### src/rtl/conv_pkg.sv
// Shared constants, FSM state type and parity helper for the ConvCode chain
// (encoder here, Viterbi branch-metric stage elsewhere).
package conv_pkg;

  localparam int unsigned K_DEF  = 3;
  localparam int unsigned G0_DEF = 'o7;
  localparam int unsigned G1_DEF = 'o5;
  localparam int unsigned K_MAX  = 9;

  typedef enum logic {
    DATA,
    TAIL
  } enc_state_t;

  // Operands are zero-extended to K_MAX so one helper serves every legal K.
  function automatic logic parity(input logic [K_MAX-1:0] vec,
                                  input logic [K_MAX-1:0] poly);
    return ^(vec & poly);
  endfunction

endpackage

### src/rtl/conv_out_reg.sv
// One-deep valid/ready holding register for the encoder's {code_sig, code_last}.
module conv_out_reg #(
  parameter int unsigned W = 3
) (
  input  logic         clk_sig,
  input  logic         rst_sig,
  input  logic [W-1:0] load_data,
  input  logic         load_en,
  input  logic         take,
  output logic [W-1:0] hold_data,
  output logic         hold_valid,
  output logic         slot_free
);

  assign slot_free = !hold_valid || take;

  // The caller only asserts load_en while slot_free, so a load never overwrites a held word.
  always_ff @(posedge clk_sig or negedge rst_sig) begin
    if (!rst_sig) begin
      hold_data  <= '0;
      hold_valid <= 1'b0;
    end else if (load_en) begin
      hold_data  <= load_data;
      hold_valid <= 1'b1;
    end else if (take) begin
      hold_valid <= 1'b0;
    end
  end

endmodule

### src/rtl/conv_encoder.sv
// Rate-1/2 feed-forward convolutional encoder with framed output.
// Define CONV_ENCODER_TAIL_EN to terminate every frame with K-1 zero tail bits.
module conv_encoder
  import conv_pkg::*;
#(
  parameter int unsigned K         = K_DEF,
  parameter int unsigned G0        = G0_DEF,
  parameter int unsigned G1        = G1_DEF,
  parameter int unsigned FRAME_LEN = 16
) (
  input  logic       clk_sig,
  input  logic       rst_sig,
  input  logic       bit_sig,
  input  logic       bit_valid,
  output logic       bit_ready,
  output logic [1:0] code_sig,
  output logic       code_valid,
  input  logic       code_ready,
  output logic       code_last
);

  localparam int unsigned CW = $clog2(FRAME_LEN + 1);
  localparam logic [K_MAX-1:0] G0_V = K_MAX'(G0);
  localparam logic [K_MAX-1:0] G1_V = K_MAX'(G1);

  logic [K-2:0]     sr;
  logic [CW-1:0]    bit_cnt;
  logic             slot_free;
  logic             enc_in;
  logic             enc_fire;
  logic             enc_last;
  logic             frame_end;
  logic [K_MAX-1:0] enc_vec;
  logic [2:0]       enc_word;
  logic [2:0]       out_word;

  assign frame_end = (bit_cnt == CW'(FRAME_LEN - 1));
  assign enc_vec   = K_MAX'({enc_in, sr});
  assign enc_word  = {parity(enc_vec, G0_V), parity(enc_vec, G1_V), enc_last};

`ifdef CONV_ENCODER_TAIL_EN
  localparam int unsigned TW = $clog2(K);

  enc_state_t    state;
  enc_state_t    state_next;
  logic [TW-1:0] tail_cnt;
  logic          tail_done;

  assign tail_done = (tail_cnt == TW'(K - 2));

  always_ff @(posedge clk_sig or negedge rst_sig) begin
    if (!rst_sig) state <= DATA;
    else          state <= state_next;
  end

  always_comb begin
    state_next = state;
    case (state)
      DATA:    if (bit_valid && bit_ready && frame_end) state_next = TAIL;
      TAIL:    if (slot_free && tail_done)              state_next = DATA;
      default: state_next = DATA;
    endcase
  end

  always_comb begin
    bit_ready = 1'b0;
    enc_in    = 1'b0;
    enc_fire  = 1'b0;
    enc_last  = 1'b0;
    case (state)
      DATA: begin
        bit_ready = slot_free && rst_sig;
        enc_in    = bit_sig;
        enc_fire  = bit_valid && slot_free && rst_sig;
      end
      TAIL: begin
        enc_fire = slot_free;
        enc_last = tail_done;
      end
      default: ;
    endcase
  end

  always_ff @(posedge clk_sig or negedge rst_sig) begin
    if (!rst_sig)                       tail_cnt <= '0;
    else if (state == TAIL && slot_free) tail_cnt <= tail_done ? '0 : tail_cnt + 1'b1;
  end
`else
  assign bit_ready = slot_free && rst_sig;
  assign enc_in    = bit_sig;
  assign enc_fire  = bit_valid && bit_ready;
  assign enc_last  = frame_end;
`endif

  // Tail bits shift zeros through sr, so it is back at zero once the tail completes.
  always_ff @(posedge clk_sig or negedge rst_sig) begin
    if (!rst_sig) begin
      sr      <= '0;
      bit_cnt <= '0;
    end else if (enc_fire) begin
      sr <= {enc_in, sr[K-2:1]};
      if (bit_ready) bit_cnt <= frame_end ? '0 : bit_cnt + 1'b1;
    end
  end

  conv_out_reg #(.W(3)) u_out_reg (
    .clk_sig   (clk_sig),
    .rst_sig   (rst_sig),
    .load_data (enc_word),
    .load_en   (enc_fire),
    .take      (code_ready),
    .hold_data (out_word),
    .hold_valid(code_valid),
    .slot_free (slot_free)
  );

  assign {code_sig, code_last} = out_word;

endmodule

### config.mk
export PLATFORM = sky130hd
export DESIGN_NAME = conv_encoder
export DESIGN_NICKNAME = d
export VERILOG_FILES = /design/src/rtl/conv_pkg.sv /design/src/rtl/conv_out_reg.sv /design/src/rtl/conv_encoder.sv
export SDC_FILE = /design/constraint.sdc
export NUM_CORES = 1
export LEC_CHECK = 0
export ABC_AREA = 1
export CAP_MARGIN = 20
export CORE_UTILIZATION = 30
export CTS_CLUSTER_DIAMETER = 50
export DETAILED_ROUTE_END_ITERATION = 10
export PLACE_DENSITY = 0.63
export SLEW_MARGIN = 20
export SYNTH_ARGS = -nofsm -noshare
export SYNTH_HDL_FRONTEND = slang
export SYNTH_SLANG_ARGS = --single-unit
### constraint.sdc
create_clock -name clk_sig -period 1.3 [get_ports clk_sig]
set_input_delay 0.195 -clock clk_sig [delete_from_list [all_inputs] [get_ports clk_sig]]
set_output_delay 0.195 -clock clk_sig [all_outputs]
set_load 0.01 [all_outputs]
## Yosys cells after proc, flatten, opt, wreduce, memory -nomap -nowiden

Index checks and enable logic that the tools add are counted.

| operators by class | value |
|---|---|
| add/subtract/negate cells | 1 |
| equality and inequality tests | 1 |
| multiplexer cells | 3 |
| reductions and logical operators | 8 |

Operators with widths:

| kind | number |
|---|---|
| $reduce_xor 9->1 | 2 |
| $add 5x1->5 const B | 1 |
| $eq 5x4->1 const B | 1 |
| $mux 5 | 1 |
| $logic_and 1x1->1 | 2 |
| $mux 1 | 2 |
| $reduce_and 2->1 | 1 |
| $reduce_bool 2->1 | 1 |
| $logic_not 1->1 | 1 |
| $logic_or 1x1->1 | 1 |

| word-level totals | value |
|---|---|
| register bits after elaboration | 11 |
| input bits | 5 |
| output and inout bits | 5 |
| word-level logic and storage cells | 17 |

## Longest topological paths before layout

Gate-level depths: netlist of run 1.

| logic depth | value |
|---|---|
| depth in word-level cells | 5 |
| depth in mapped cells | 6 |
| mapped depth without buffers | 6 |

## Cells and area by module

Synthesis of run 1 repeated with hierarchy kept, for this count alone.

| second synthesis, totals | value |
|---|---|
| cell total of the unflattened synthesis | 61 |
| area total of the unflattened synthesis | 506.7 sq um |

Modules (own cells, without submodules):

| module | instances | cells each | area each (sq um) | seq. area each (sq um) |
|---|---|---|---|---|
| conv_encoder | 1 | 44 | 357.8 | 175.2 |
| conv_out_reg | 1 | 17 | 148.9 | 100.1 |

## Worst setup path after synthesis of run 1

OpenSTA, ideal clock, no wires.

| timing path | value |
|---|---|
| path kind | flip-flop to flip-flop |
| start | register bit_cnt[0] |
| end | register bit_cnt[0] |
| library setup time | 0.083 ns |
| arrival time | 0.940 ns |
| data required time | 1.217 ns |
| slack | 0.277 ns |
| stages on the path, launching flop included | 5 |
| buffers on the path | 0 |
| clock period less this slack | 1.023 ns |
| cells stage by stage | dfrtp_1 > ha_1 > nand4_1 > nand2_1 > o21ai_0 |

| between the ends | value |
|---|---|
| longest elaborated chain between the ends | 2 |
| elaborated cells between the ends (all ways) | 3 |
| those cells by class | add/sub: 1; eq/ne: 1; mux: 1 |

Ends and longest elaborated chain:

| item | line | text |
|---|---|---|
| start, declared | conv_encoder.sv:27 | `logic [CW-1:0] bit_cnt;` |
| start signal, assigned | conv_encoder.sv:102 | `if (bit_ready) bit_cnt <= frame_end ? '0 : bit_cnt + 1'b1;` |
| $add 5x1->5 or $eq 5x4->1 (tied branches) | conv_encoder.sv:102, conv_encoder.sv:37 |  |
| $mux 5 (*) | conv_encoder.sv:102 |  |

Mark *: on every way between the ends. The rest lies on a longest branch, timed or not.
A chain may end at the register's enable or synchronous reset.

## Final worst setup path of run 1

| timing path | value |
|---|---|
| start | input rst_sig |
| end | register bit_cnt[2] |

| between the ends | value |
|---|---|
| longest elaborated chain between the ends | 3 |

Ends and longest elaborated chain:

| item | line | text |
|---|---|---|
| start, declared | conv_encoder.sv:12 | `input logic rst_sig,` |
| $logic_and 1x1->1 (*) | conv_encoder.sv:89 | `assign bit_ready = slot_free && rst_sig;` |
| $logic_and 1x1->1 | conv_encoder.sv:91 | `assign enc_fire = bit_valid && bit_ready;` |
| $reduce_and 2->1 (no line) (*) | - |  |

Marked as above.

==> results of run 1 <==
[synth_stat cells]
| library cell | count |
|---|---|
| xnor2_1 | 1 |
| ha_1 | 1 |
| nor2_2 | 1 |
| nand2_1 | 21 |
| o21ai_2 | 4 |
| nand3_4 | 1 |
| nor2_1 | 1 |
| dfrtp_1 | 11 |
| nand4_1 | 2 |
| nand3_1 | 5 |
| nand2_2 | 2 |
| nor2_4 | 1 |
| buf_8 | 1 |
| inv_1 | 9 |
| o21ai_0 | 2 |
[where the power goes]
part           internal (mW)  switching, mW  total, mW
sequential             0.424         0.0837      0.507
combinational          0.126          0.133      0.259
clock                  0.119          0.112      0.231
total                  0.668          0.329      0.997
[worst paths after layout]
check | start | end | cells after the start | slack (ps)
setup / recovery | rst_sig | bit_cnt[2] | 5 | 130
hold / removal | rst_sig | bit_cnt[4] | 2 | 260
setup reg to reg | bit_cnt[0] | bit_cnt[3] | 4 | 160
hold reg to reg | u_out_reg.hold_data[2] | u_out_reg.hold_data[2] | 2 | 490
max in group asynchronous | rst_sig | u_out_reg.hold_data[2] | 2 | 880
min in group clk_sig | u_out_reg.hold_data[2] | u_out_reg.hold_data[2] | 2 | 490
[per-layer routing]
layer | routed length [um] | vias to the layer above
met4 | 21 | 0
met5 | 0 | -
met3 | 66 | 2
met1 | 495 | 190
li1 | - | 228
met2 | 379 | 13
[cell type report]
type | instances | area share
well taps | 25 | 0.04448
flip-flops and latches | 11 | 0.3915
inverters | 9 | 0.04804
repair buffers | 12 | 0.1459
multi-input cells | 42 | 0.3327
clock buffers | 4 | 0.03737
[worst max-delay path, delay by kind of cell]
| kind | cells | cell delay (ps) |
|---|---|---|
| buf+inv | 2 | 700 |
| simple gates | 2 | 350 |
| compound gates | 1 | 80 |
[per-stage QoR]
step	total power, mW	util	cells	setup slack [ps]
4_1_cts	1.015	0.4101	103	15.52
5_1_grt	1.086	0.4072	103	34.70
2_1_floorplan	0.6853	-	63	277.0
3_5_place_dp	0.7889	0.3978	99	-283.8
6_report	0.9968	0.4072	103	127.3
3_3_place_gp	0.7813	0.3978	99	-253.7
[sequential cells by signal (all words and copies together), names as in the netlist]
name                  cells
bit_cnt                   5
sr                        2
u_out_reg.hold_data       3
u_out_reg.hold_valid      1
[cell families after synthesis]
family          after synthesis
buf+inv                      10
compound gates                6
simple gates                 34
xor+xnor                      1
fa+ha+maj                     1
flops                        11
[repair_timing]
| item | CTS | global route |
|---|---|---|
| resized for setup | 6 | 1 |
| hold buffers | 0 | 0 |
| endpoints found under the setup margin | 5 | 1 |
| hold endpoints to repair | 0 | 0 |
==> impl_metrics.csv, run 1 <==
group,metric,value,unit
sta,period_needed,1173,ps
clocking,cts_tree,"done",
yosys,syn_nets,69,
sta,fmax,0.8527,GHz
global_routing,track_usage,0.1179,
finish,final_common_cell,"nand2_1",
run,maxCapViolations,0,
finish,multiInputGateArea,234.0,um2
power_and_ir_drop,leakage,0.3619,nW
placement,gp_congestion,0.6091,
finish,seqCellArea,275.3,um2
power_and_ir_drop,peakVddDrop,0.4538,mV
floorplan,io_pins,10,
floorplan,die_area,0.002037,mm2
global_routing,grt_pass1_vias,392,
sta,setup_viol,0,
clocking,clk_pin_slew,70,ps
clocking,postCtsSetupBuffers,0,
yosys,synth_top_area_frac,0.4933,
finish,synthToLayoutAreaGrowth,26.01,%
finish,antennaDiodeCount,0,
yosys,synthesis.area,558.0,um2
setup_path,startpoint_type,"primary input",
global_routing,grt_use_met1,0.1521,
setup_path,critPathArrivalTime,1310,ps
yosys,synth.distinct_cells,15,
placement,placed_area,686.9,um2
yosys,synthCells,63,
global_routing,antenna_found_initial,0,
clocking,htree_levels,1,
sta,drv_slew,0,
route,wirelength,962,um
finish,nNetsFinal,85,
setup_path,cp_slowest_cell,"clkdlybuf4s50_1",
sta,holdWs,264.5,ps
clocking,cts-buffers-inserted,3,
global_routing,met3_usage,0.02800,
route,routedWlPerCell,9.340,um
yosys,synth_top_family_by_area,"simple AND/OR/NAND/NOR gates",
yosys,yosys-mux-area-fraction,0,
sta,finClkSkew,0.9203,ps
setup_path,worstPathMaxFanout,17,
setup_path,path_class,"primary input to register",
yosys,synthSimpleGateAreaFrac,0.3004,
outcome,status,"finished, final reports clean",
route,vias_per_cell,4.204,
sta,rsz0062_at_grt,"no",
clocking,cts_buffer_depth,2,
sta,worstMarginPinSlew,248.0,ps
setup_path,required,1440,ps
yosys,avgSynthCellArea,8.858,um2
floorplan,initial_core_util,0.3232,
yosys,ys_warn_count,0,
yosys,synth_seq_cells,11,
route,ant_nets,0,
min_path,hold_class,"primary input to asynchronous set/reset pin",
finish,drive_above_1_share,0.2051,
finish,fillCellCount,182,
finish,stdcell_area,703.2,um2
global_routing,grt_util_met2,0.1594,
floorplan,die_w,45.13,um
sta,hold_viol,0,
clocking,clock_latency,260,ps
sta,finalSetupTns,0,ps
floorplan,row_count,15,
yosys,synth_top_area_cell,"dfrtp_1",
placement,hpwl,685.7,um
route,drcViolationCount,0,
finish,layout_common_cells,"nand2_1 (21), dfrtp_1 (11), inv_1 (9)",
setup_path,crit_chain,"clkdlybuf4s50_1 -> buf_4 -> nand3_4 -> nand2_1 -> o21ai_0",
route,vias,433,
global_routing,grt_overflow_total,0,
sta,slew_headroom,0.8347,
global_routing,grt_pass1_wl,1642,um
route,drt_iter0_drc,7,
power_and_ir_drop,p_per_area,1418,mW/mm2
clocking,cts_root_buffer,"clkbuf_4",
yosys,seq_area_frac_synth,0.4933,
global_routing,grt_max_degree,18,
yosys,synth.area.top_cells,"dfrtp_1 (49%), nand2_1 (14%), o21ai_2 (6.3%)",
floorplan,coreArea,0.001727,mm2
global_routing,top_usage_layer,"met2",
setup_path,slowest_delay,480,ps
route,drtPass1Iterations,4,
yosys,synth-compound-area-share,0.08072,
floorplan,die_y,45.13,um
yosys,synth_fa_ha_area_frac,0.02242,
setup_path,worst_setup_path_end_kind,"register",
clocking,cts_sinks,11,
yosys,synthXorXnorAreaFrac,0.01570,
placement,portBuffers,9,
sta,post-route-period-util,0.9021,
Power figures use the tool's default switching activity.
==> run 2, diff against run 1 <==
Settings changed: ABC_CLOCK_PERIOD_IN_PS set to 1300.
==> results of run 2 <==
Same layout as run 1: the final DEF is identical, and so are final timing and power.
